File: src/rtl/tracker_axis_sequencer_if.sv
// Direction requests in from the comparators and step/direction levels out to the two motors.
// The master side is the sequencer; the slave side is the comparator/motor-driver side.
interface tracker_axis_sequencer_if;
  logic [1:0] dir_teta;
  logic [1:0] dir_fi;
  logic       step_teta;
  logic       dir_out_teta;
  logic       step_fi;
  logic       dir_out_fi;

  modport master (
    input  dir_teta,
    input  dir_fi,
    output step_teta,
    output dir_out_teta,
    output step_fi,
    output dir_out_fi
  );

  modport slave (
    output dir_teta,
    output dir_fi,
    input  step_teta,
    input  dir_out_teta,
    input  step_fi,
    input  dir_out_fi
  );
endinterface

File: src/rtl/tracker_axis_sequencer.sv
// Two-axis tracker sequencer: drives teta to rest, then fi, converting comparator requests
// into timed step pulses, with settle filtering, auto-mode interval, step timeout and fault.
module tracker_axis_sequencer #(
  parameter int unsigned STEP_DIV   = 50000,
  parameter int unsigned SETTLE_CYC = 1000,
  parameter int unsigned MAX_STEPS  = 4096,
  parameter int unsigned INTERVAL   = 500000
) (
  input  logic                            clk,
  input  logic                            rst,
  input  logic                            s,
  input  logic                            start,
  input  logic                            clr_fault,
  tracker_axis_sequencer_if.master        axis,
  output logic                            busy,
  output logic                            done,
  output logic                            fault,
  output logic [2:0]                      state
);

  localparam int unsigned DivW = $clog2(STEP_DIV) + 1;
  localparam int unsigned SetW = $clog2(SETTLE_CYC) + 1;
  localparam int unsigned StpW = $clog2(MAX_STEPS) + 1;
  localparam int unsigned IntW = $clog2(INTERVAL) + 1;

  localparam logic [DivW-1:0] DivLast = DivW'(STEP_DIV - 1);
  localparam logic [SetW-1:0] SetLast = SetW'(SETTLE_CYC - 1);
  localparam logic [StpW-1:0] StpLast = StpW'(MAX_STEPS - 1);
  localparam logic [StpW-1:0] StpMax  = StpW'(MAX_STEPS);
  localparam logic [IntW-1:0] IntLast = IntW'(INTERVAL - 1);

  typedef enum logic [2:0] {
    StIdle    = 3'd0,
    StWaitInt = 3'd1,
    StMoveT   = 3'd2,
    StSettleT = 3'd3,
    StMoveF   = 3'd4,
    StSettleF = 3'd5,
    StDone    = 3'd6,
    StFault   = 3'd7
  } state_e;

  state_e          state_q, state_d;
  logic [DivW-1:0] div_q, div_d;
  logic            tick_q, tick_d;
  logic [StpW-1:0] steps_q, steps_d;
  logic [SetW-1:0] settle_q, settle_d;
  logic [IntW-1:0] intv_q, intv_d;
  logic            mode_q, mode_d;
  logic            dir_t_q, dir_t_d;
  logic            dir_f_q, dir_f_d;
  logic            step_t, step_f;
  logic [1:0]      cur_req;
  logic            req_mv;
  logic            div_wrap;

  // Only 01/10 request motion; 00 and 11 both mean stop.
  always_comb begin
    cur_req  = (state_q inside {StMoveF, StSettleF}) ? axis.dir_fi : axis.dir_teta;
    req_mv   = ^cur_req;
    div_wrap = (div_q == DivLast);
  end

  always_comb begin
    state_d  = state_q;
    div_d    = div_q;
    tick_d   = 1'b0;
    steps_d  = steps_q;
    settle_d = settle_q;
    intv_d   = intv_q;
    mode_d   = mode_q;
    dir_t_d  = dir_t_q;
    dir_f_d  = dir_f_q;
    step_t   = 1'b0;
    step_f   = 1'b0;

    unique case (state_q)
      StIdle: begin
        intv_d = '0;
        if (!s) begin
          state_d = StWaitInt;
          mode_d  = 1'b0;
        end else if (start) begin
          state_d = StMoveT;
          mode_d  = 1'b1;
          div_d   = '0;
          steps_d = '0;
        end
      end
      StWaitInt: begin
        if (s) begin
          state_d = StIdle;
        end else if (intv_q >= IntLast) begin
          state_d = StMoveT;
          div_d   = '0;
          steps_d = '0;
        end else begin
          intv_d = intv_q + 1'b1;
        end
      end
      StMoveT, StMoveF: begin
        if (!req_mv) begin
          state_d  = (state_q == StMoveT) ? StSettleT : StSettleF;
          settle_d = '0;
        end else begin
          // tick_q marks the cycle after terminal count, so the first pulse lands STEP_DIV
          // cycles after entry and the pulse can be gated by the request of its own cycle.
          tick_d = div_wrap;
          div_d  = div_wrap ? '0 : div_q + 1'b1;
          if (tick_q) begin
            if (state_q == StMoveT) begin
              step_t  = 1'b1;
              dir_t_d = cur_req[1];
            end else begin
              step_f  = 1'b1;
              dir_f_d = cur_req[1];
            end
            if (steps_q != StpMax) begin
              steps_d = steps_q + 1'b1;
            end
            if (steps_q >= StpLast) begin
              state_d = StFault;
            end
          end
        end
      end
      StSettleT, StSettleF: begin
        if (req_mv) begin
          // Step count is kept so the timeout stays cumulative across bounces.
          state_d = (state_q == StSettleT) ? StMoveT : StMoveF;
          div_d   = '0;
        end else if (settle_q >= SetLast) begin
          if (state_q == StSettleT) begin
            state_d = StMoveF;
            div_d   = '0;
            steps_d = '0;
          end else begin
            state_d = StDone;
          end
        end else begin
          settle_d = settle_q + 1'b1;
        end
      end
      StDone: begin
        intv_d  = '0;
        state_d = mode_q ? StIdle : StWaitInt;
      end
      StFault: begin
        if (clr_fault) begin
          state_d = StIdle;
        end
      end
    endcase
  end

  always_ff @(posedge clk or posedge rst) begin
    if (rst) begin
      state_q  <= StIdle;
      div_q    <= '0;
      tick_q   <= 1'b0;
      steps_q  <= '0;
      settle_q <= '0;
      intv_q   <= '0;
      mode_q   <= 1'b0;
      dir_t_q  <= 1'b0;
      dir_f_q  <= 1'b0;
    end else begin
      state_q  <= state_d;
      div_q    <= div_d;
      tick_q   <= tick_d;
      steps_q  <= steps_d;
      settle_q <= settle_d;
      intv_q   <= intv_d;
      mode_q   <= mode_d;
      dir_t_q  <= dir_t_d;
      dir_f_q  <= dir_f_d;
    end
  end

  // Outputs decode from state_q, so an asynchronous reset cuts a pulse in the same instant.
  assign axis.step_teta    = step_t;
  assign axis.dir_out_teta = dir_t_d;
  assign axis.step_fi      = step_f;
  assign axis.dir_out_fi   = dir_f_d;
  assign busy              = state_q inside {StMoveT, StSettleT, StMoveF, StSettleF};
  assign done              = (state_q == StDone);
  assign fault             = (state_q == StFault);
  assign state             = state_q;

endmodule
File: src/flat_wrapper.sv
// flat-port wrapper written by rule: the top's interface ports become plain ports
module tracker_axis_sequencer_flat 
#(
  parameter int unsigned STEP_DIV   = 50000,
  parameter int unsigned SETTLE_CYC = 1000,
  parameter int unsigned MAX_STEPS  = 4096,
  parameter int unsigned INTERVAL   = 500000
)
  (clk, rst, s, start, clr_fault, busy, done, fault, state, axis_dir_teta, axis_dir_fi, axis_step_teta, axis_dir_out_teta, axis_step_fi, axis_dir_out_fi);
  tracker_axis_sequencer_if axis_i ();
  input  logic clk;
  input  logic rst;
  input  logic s;
  input  logic start;
  input  logic clr_fault;
  output logic busy;
  output logic done;
  output logic fault;
  output logic [2:0] state;
  input wire logic [$bits(axis_i.dir_teta)-1:0] axis_dir_teta;
  input wire logic [$bits(axis_i.dir_fi)-1:0] axis_dir_fi;
  output wire logic [$bits(axis_i.step_teta)-1:0] axis_step_teta;
  output wire logic [$bits(axis_i.dir_out_teta)-1:0] axis_dir_out_teta;
  output wire logic [$bits(axis_i.step_fi)-1:0] axis_step_fi;
  output wire logic [$bits(axis_i.dir_out_fi)-1:0] axis_dir_out_fi;
  assign axis_i.dir_teta = axis_dir_teta;
  assign axis_i.dir_fi = axis_dir_fi;
  assign axis_step_teta = axis_i.step_teta;
  assign axis_dir_out_teta = axis_i.dir_out_teta;
  assign axis_step_fi = axis_i.step_fi;
  assign axis_dir_out_fi = axis_i.dir_out_fi;
  tracker_axis_sequencer #(.STEP_DIV(STEP_DIV), .SETTLE_CYC(SETTLE_CYC), .MAX_STEPS(MAX_STEPS), .INTERVAL(INTERVAL)) u_core (.clk(clk), .rst(rst), .s(s), .start(start), .clr_fault(clr_fault), .axis(axis_i), .busy(busy), .done(done), .fault(fault), .state(state));
endmodule
File: config.mk
export PLATFORM = sky130hd
export DESIGN_NAME = tracker_axis_sequencer_flat
export DESIGN_NICKNAME = d
export VERILOG_FILES = /design/src/rtl/tracker_axis_sequencer_if.sv /design/src/rtl/tracker_axis_sequencer.sv /design/src/flat_wrapper.sv
export SDC_FILE = /design/constraint.sdc
export NUM_CORES = 1
export LEC_CHECK = 0
export ABC_AREA = 1
export BUFFER_PORTS_ARGS = -buffer_cell sky130_fd_sc_hd__buf_2
export CAP_MARGIN = 20
export CELL_PAD_IN_SITES_DETAIL_PLACEMENT = 1
export CELL_PAD_IN_SITES_GLOBAL_PLACEMENT = 1
export CORE_MARGIN = 4
export CORE_UTILIZATION = 41
export CTS_CLUSTER_DIAMETER = 40
export DETAILED_ROUTE_END_ITERATION = 12
export PLACE_DENSITY_LB_ADDON = 0.1
export SLEW_MARGIN = 10
export SYNTH_ARGS = -nofsm -noshare
export SYNTH_HDL_FRONTEND = slang
export SYNTH_SLANG_ARGS = --single-unit
File: constraint.sdc
create_clock -name clk -period 1.8 [get_ports clk]
set_input_delay 0.18 -clock clk [delete_from_list [all_inputs] [get_ports clk]]
set_output_delay 0.18 -clock clk [all_outputs]
set_load 0.005 [all_outputs]
# [Word-level counts from Yosys, hierarchy flattened]
# Cells that the tools add are included.
[op_classes] n_addsub=4 magnitude_cmp=3 eq_ne=30 n_mux=64 n_reduce_logical=16
[ops] op="two-way mux 17 bit" n=9
[ops] op="two-way mux 13 bit" n=10
[ops] op="case mux 17 bit (4 select lines)" n=1
[ops] op="case mux 13 bit (4 select lines)" n=1
[ops] op="two-way mux 20 bit" n=2
[ops] op="case mux 20 bit (2 select lines)" n=1
[ops] op="two-way mux 3 bit" n=12
[ops] op="two-way mux 11 bit" n=3
[ops] op="case mux 11 bit (2 select lines)" n=1
[ops] op="two-way mux 1 bit" n=21
[ops] op="adder 20 x 1 -> 20 bit (second input constant)" n=1
[ops] op="greater-or-equal comparator 20 x 19 -> 1 bit (second input constant)" n=1
[ops] op="case mux 3 bit (6 select lines)" n=1
[ops] op="adder 17 x 1 -> 17 bit (second input constant)" n=1
[ops] op="== test 17 x 16 -> 1 bit (second input constant)" n=1
[ops] op="inequality test 2 bit (second input constant)" n=8
[ops] op="inequality test 2 x 1 -> 1 bit (second input constant)" n=7
[ops] op="adder 13 x 1 -> 13 bit (second input constant)" n=1
[ops] op="greater-or-equal comparator 13 x 12 -> 1 bit (second input constant)" n=1
[ops] op="inequality test 13 bit (second input constant)" n=1
[ops] op="== test 3 bit (second input constant)" n=4
[ops] op="adder 11 x 1 -> 11 bit (second input constant)" n=1
[ops] op="greater-or-equal comparator 11 x 10 -> 1 bit (second input constant)" n=1
[ops] op="AND reduction 11 bit" n=1
[ops] op="16 further kinds" n=26
[totals] reg_bits=68 in_bits=9 out_inout_bits=10 elab_cells=126

# [Logic depth before layout (Yosys ltp)]
[logic_depth] word_depth=7 depth_mapped=13 ltp_nobuf=13

# [Least setup slack after synthesis]
# OpenSTA, ideal clock, no wires.
[synth_timing] path_kind="register -> register" from="reg u_core.state_q[1] (netlist: u_core.state[1])" to="reg u_core.steps_q[5]" setup_time_ns=0.118 arrival_ns=1.706 t_required_ns=1.682 setup_slack_ns=-0.024 path_stages_with_launch=14 path_buffers=1 synth_period_minus_slack_ns=1.824 path_cell_list="dfrtp_1 inv_1 nand3_2 nand2_2 nand2_1 nand2_2 nand2_1 nand2_4 nand2_2 nand2_2 nand3_4 buf_6 nand2_1 o21ai_2"
[synth_between] elab_chain_cells=6 elab_cells_between_ends=24 cone_classes="eq/ne (15); mux (2); reduce/logical (7)"
[synth_lines] element="from (decl)" line="tracker_axis_sequencer.sv:43" text="state_e state_q, state_d;"
[synth_lines] element="from (signal assigned)" line="tracker_axis_sequencer.sv:158" text="state_q <= StIdle;"
[synth_lines] element="from (signal assigned)" line="tracker_axis_sequencer.sv:168" text="state_q <= state_d;"
[synth_lines] element="== test 3 bit" line="tracker_axis_sequencer.sv:59, tracker_axis_sequencer.sv:77"
[synth_lines] element="nonzero test 2 bit" line="tracker_axis_sequencer.sv:59" text="cur_req = (state_q inside {StMoveF, StSettleF}) ? axis.dir_fi : axis.dir_teta;"
[synth_lines] element="two-way mux 2 bit" line="tracker_axis_sequencer.sv:59"
[synth_lines] element="parity 2 bit" line="tracker_axis_sequencer.sv:60" text="req_mv = ^cur_req;"
[synth_lines] element="inequality test 2 x 1 -> 1 bit (no line) or inequality test 2 bit (tied branches)"
[synth_lines] element="AND reduction 11 bit (no line)"
[synth_lines] element="to (signal assigned)" line="tracker_axis_sequencer.sv:171" text="steps_q <= steps_d;"
[synth_lines] element="to (decl)" line="tracker_axis_sequencer.sv:46" text="logic [StpW-1:0] steps_q, steps_d;"
# Parallel ways exist; a longest one is shown, timed or not.
# A chain may end at the register's enable or synchronous reset.

# [Worst setup path in the final report]
[layout_timing] from="reg u_core.state_q[1] (netlist: u_core.state[1])" to="reg u_core.div_q[6]"
[layout_between] elab_chain_cells=6 elab_cells_between_ends=22 cone_classes="eq/ne (12); mux (3); reduce/logical (7)"
[layout_lines] element="== test 3 bit" line="tracker_axis_sequencer.sv:59, tracker_axis_sequencer.sv:77"
[layout_lines] element="nonzero test 2 bit" line="tracker_axis_sequencer.sv:59"
[layout_lines] element="two-way mux 2 bit" line="tracker_axis_sequencer.sv:59"
[layout_lines] element="parity 2 bit" line="tracker_axis_sequencer.sv:60"
[layout_lines] element="inequality test 3 x 1 -> 1 bit (no line) (tied with other cells)"
[layout_lines] element="AND reduction 8 bit (no line) or case mux 17 bit (4 select lines) (tied branches)"
[layout_lines] element="to (signal assigned)" line="tracker_axis_sequencer.sv:169" text="div_q <= div_d;"
[layout_lines] element="to (decl)" line="tracker_axis_sequencer.sv:44" text="logic [DivW-1:0] div_q, div_d;"
# Parallel ways exist; a longest one is shown, timed or not.

==> flow_summary.ini <==
[worst_setup_path]
critical_path_required_ns = 2.08
crit_buf_inv = 7
path_cells = inv_2, buf_6, buf_4, nor3_4, inv_2, nand2_4, buf_4, buf_8, buf_6, nand2_1, nor3_1, nand3_1, nand2_1
criticalPathCategory = flop to flop
cpLargestDelayFamily = simple AND/OR/NAND/NOR gates
cp-end-kind = flop
crit_slowest_cell = dfrtp_1
crit_path_start_kind = flop
cp.arrival_ns = 2.65
cp_max_fo = 4
cpPeakStageDelay_ns = 0.38

[sta]
finalSetupTns_ns = -18.66
period_minus_slack_ns = 2.37
max_slew_margin_pct = 59.1
clock_skew_ns = 0.0154
worst_slew_pin_slew_ns = 0.611
layout_setup_ws_ns = -0.570
rsz0062_at_grt = yes
drv_slew = 0
hold_viol = 0
period_share_pct = 132
setup_viol = 67
hold_ws_ns = 0.185
max_clock_freq_ghz = 0.422

[clock_network]
cts-root-buf = clkbuf_16
numCtsBuffers = 9
clkLatencyLatePin_ns = 0.36
cts_tree = yes
clk_path_buf_depth = 2
h-tree-depth = 3
clock_sinks = 68
clk_pin_slew_ns = 0.06

[final_layout]
syn_to_final_growth_pct = 48.0
layout.cells.non_filler = 961
n_antenna_cell = 0
nets = 830
nFillCells = 1329
final_util_pct = 62.7
drive_above_1_share_pct = 34.0

[route]
dr.pass1.iters = 5
routed_wl_mm = 22.0
wl_per_cell_microns = 22.9
antenna_left = 0
viasPerCell = 5.88
drt_iter0_markers = 420
via_count = 5651
drc = 0

[grt]
grt_max_degree = 25
grtUsageTotal_pct = 28.3
antenna_found_initial = 0
globalRouteOverflowTotal = 0
grt_pass1_wl_mm = 29.3
first_global_vias = 5857

[synth]
synth_area_per_cell_sq_um = 6.91
yosysTopAreaCellShare_pct = 36.6
yosys-top-cells-count = nand2_1 (191), nand3_1 (85), nor2_1 (84)
synthFlopType = dfrtp_1
synth_area_sq_um = 4650
syn_inst = 674
synth_cell_types = 41
synth_edf_count = 0
synth_seq_cells = 68
synth.most_common_cell = nand2_1
synth_area_leaders = dfrtp_1 (37%), nand2_1 (15%), nand3_1 (9.1%), nor2_1 (6.8%), inv_1 (5.8%)
syn-num-nets = 688
seq_area_frac_synth_pct = 36.6
synthArstFlopShare_pct = 100
ys_warn_count = 0
yosysTopAreaCell = dfrtp_1

[power_and_ir_drop]
ir_drop_mv = 1.18
p_per_area_nw_per_um2 = 1550
p_leak_nw = 3.35
finalPower_mw = 10.7

[placement]
placed_cells = 901
io_buffer_count = 18
dpl.hpwl_mm = 10.8
routabilityCongestion = 0.872

[die]
die-area_sq_um = 13100
dieHeight_microns = 115
die_w_microns = 115
initial_utilization_pct = 42.4
boundaryPins = 19
core_area_sq_um = 11000
rows = 38

[worst_hold_path]
hold_class = input pin to flop

[run]
drv_cap = 0

[outcome]
violations = negative setup slack
outcome = finished, violations left
-- cells by family after synthesis --
logic type / count (synthesis) / synth area share (%)
DFF: 68 / 36.6
adders and majority gates: 5 / 1.34
AOI/OAI and AO/OA: 56 / 8.01
buffers and inverters: 88 / 8.09
and+or+nand+nor: 442 / 43.2
xor gates and xnor gates: 15 / 2.82
-- tightest hold or removal path, stage by stage --
cell,delay [ns]
buf_2,0.11
nand2_1,0.08
a21boi_0,0.11
-- metrics by stage --
| stage | setup WS (ns) | cell area [sq um] |
|---|---|---|
| final | -0.570 | 6890 |
| after global routing | -0.602 | 6890 |
| after CTS | -0.380 | 6370 |
| after floorplan | 0.00964 | 4660 |
| after global placement | -0.0390 | 5520 |
| after detailed placement | -0.134 | 5520 |
-- final cells by class --
class                           instances  area (sq um)  share of cell area [%]
Clock buffer                           10           239                    3.47
Clock inverter                          6           111                    1.62
Inverter                               75           298                    4.32
Multi-Input combinational cell        520          3080                    44.7
Sequential cell                        68          1700                    24.7
Tap cell                              140           175                    2.54
Timing Repair Buffer                  142          1280                    18.6
-- flip-flops by register name, indices dropped and copies added, names as in the netlist --
register and flops:
u_core.tick_q 1, u_core.div_q 17, u_core.dir_t_q 1, u_core.state 3
u_core.settle_q 11, u_core.steps_q 13, u_core.dir_f_q 1, u_core.mode_q 1
u_core.intv_q 20
-- where the power goes --
group	internal (mW)	switching [mW]	total, mW
clock	1.39	0.781	2.17
combinational	2.82	3.87	6.69
sequential	1.68	0.166	1.84
-- worst paths after layout --
path | cells past startpoint | endpoint | startpoint | slack, ns
min in group asynchronous | 3 | u_core.div_q[3] | rst | 0.45
max in group asynchronous | 4 | u_core.div_q[16] | rst | 0.82
min reg2reg | 2 | u_core.div_q[2] | u_core.div_q[2] | 0.53
max reg2reg | 13 | u_core.div_q[6] | u_core.state[1] | -0.57
max | 13 | u_core.div_q[6] | u_core.state[1] | -0.57
min | 3 | u_core.mode_q | start | 0.19
-- routing by layer --
metal  vias up  part of all wire (%)  global-route usage, %  routed length (microns)
met5         -                     0                      0                        0
met4         0                   4.9                   12.4                     1070
met3        85                   4.5                   3.54                      985
met2       240                    52                   50.4                    11400
met1      2837                    39                   34.1                     8520
li1       2489                     -                      -                        -
-- placed cells by master (no fill, tap or decap), types with 3 or more instances in the layout --
master       n
o21ai_1      9
nand3_1     75
nand2_2     20
nor2_2       4
or2_2        7
inv_1       67
buf_6       15
nor3_1      19
bufinv_16    3
nand3_2      5
buf_2       17
xor2_1      12
nand2_4     20
buf_8        3
nor2_1      75
ha_1         4
a21oi_1      9
o21ai_0      7
nand3b_1     4
nor3_4       4
nand2_8      5
a21oi_2      4
buf_4       94
nand2_1    157
dfrtp_1     66
clkbuf_16    9
buf_16       3
inv_2        6
nand3_4      8
o21ai_2     17
buf_12       9
nand4_1     25
nor3_2       3
nor2_4       7
-- timing repair --
action / 4_1_cts / 5_1_grt
setup endpoints to repair: 60 / 71
gates resized for setup: 63 / 102
hold buffers: 1 / 0
pin swaps: 18 / 41
cloned: 6 / 0
setup buffers: 23 / 18
hold endpoints to repair: 21 / 0
Note: power is estimated with default switching activity, not from simulation.
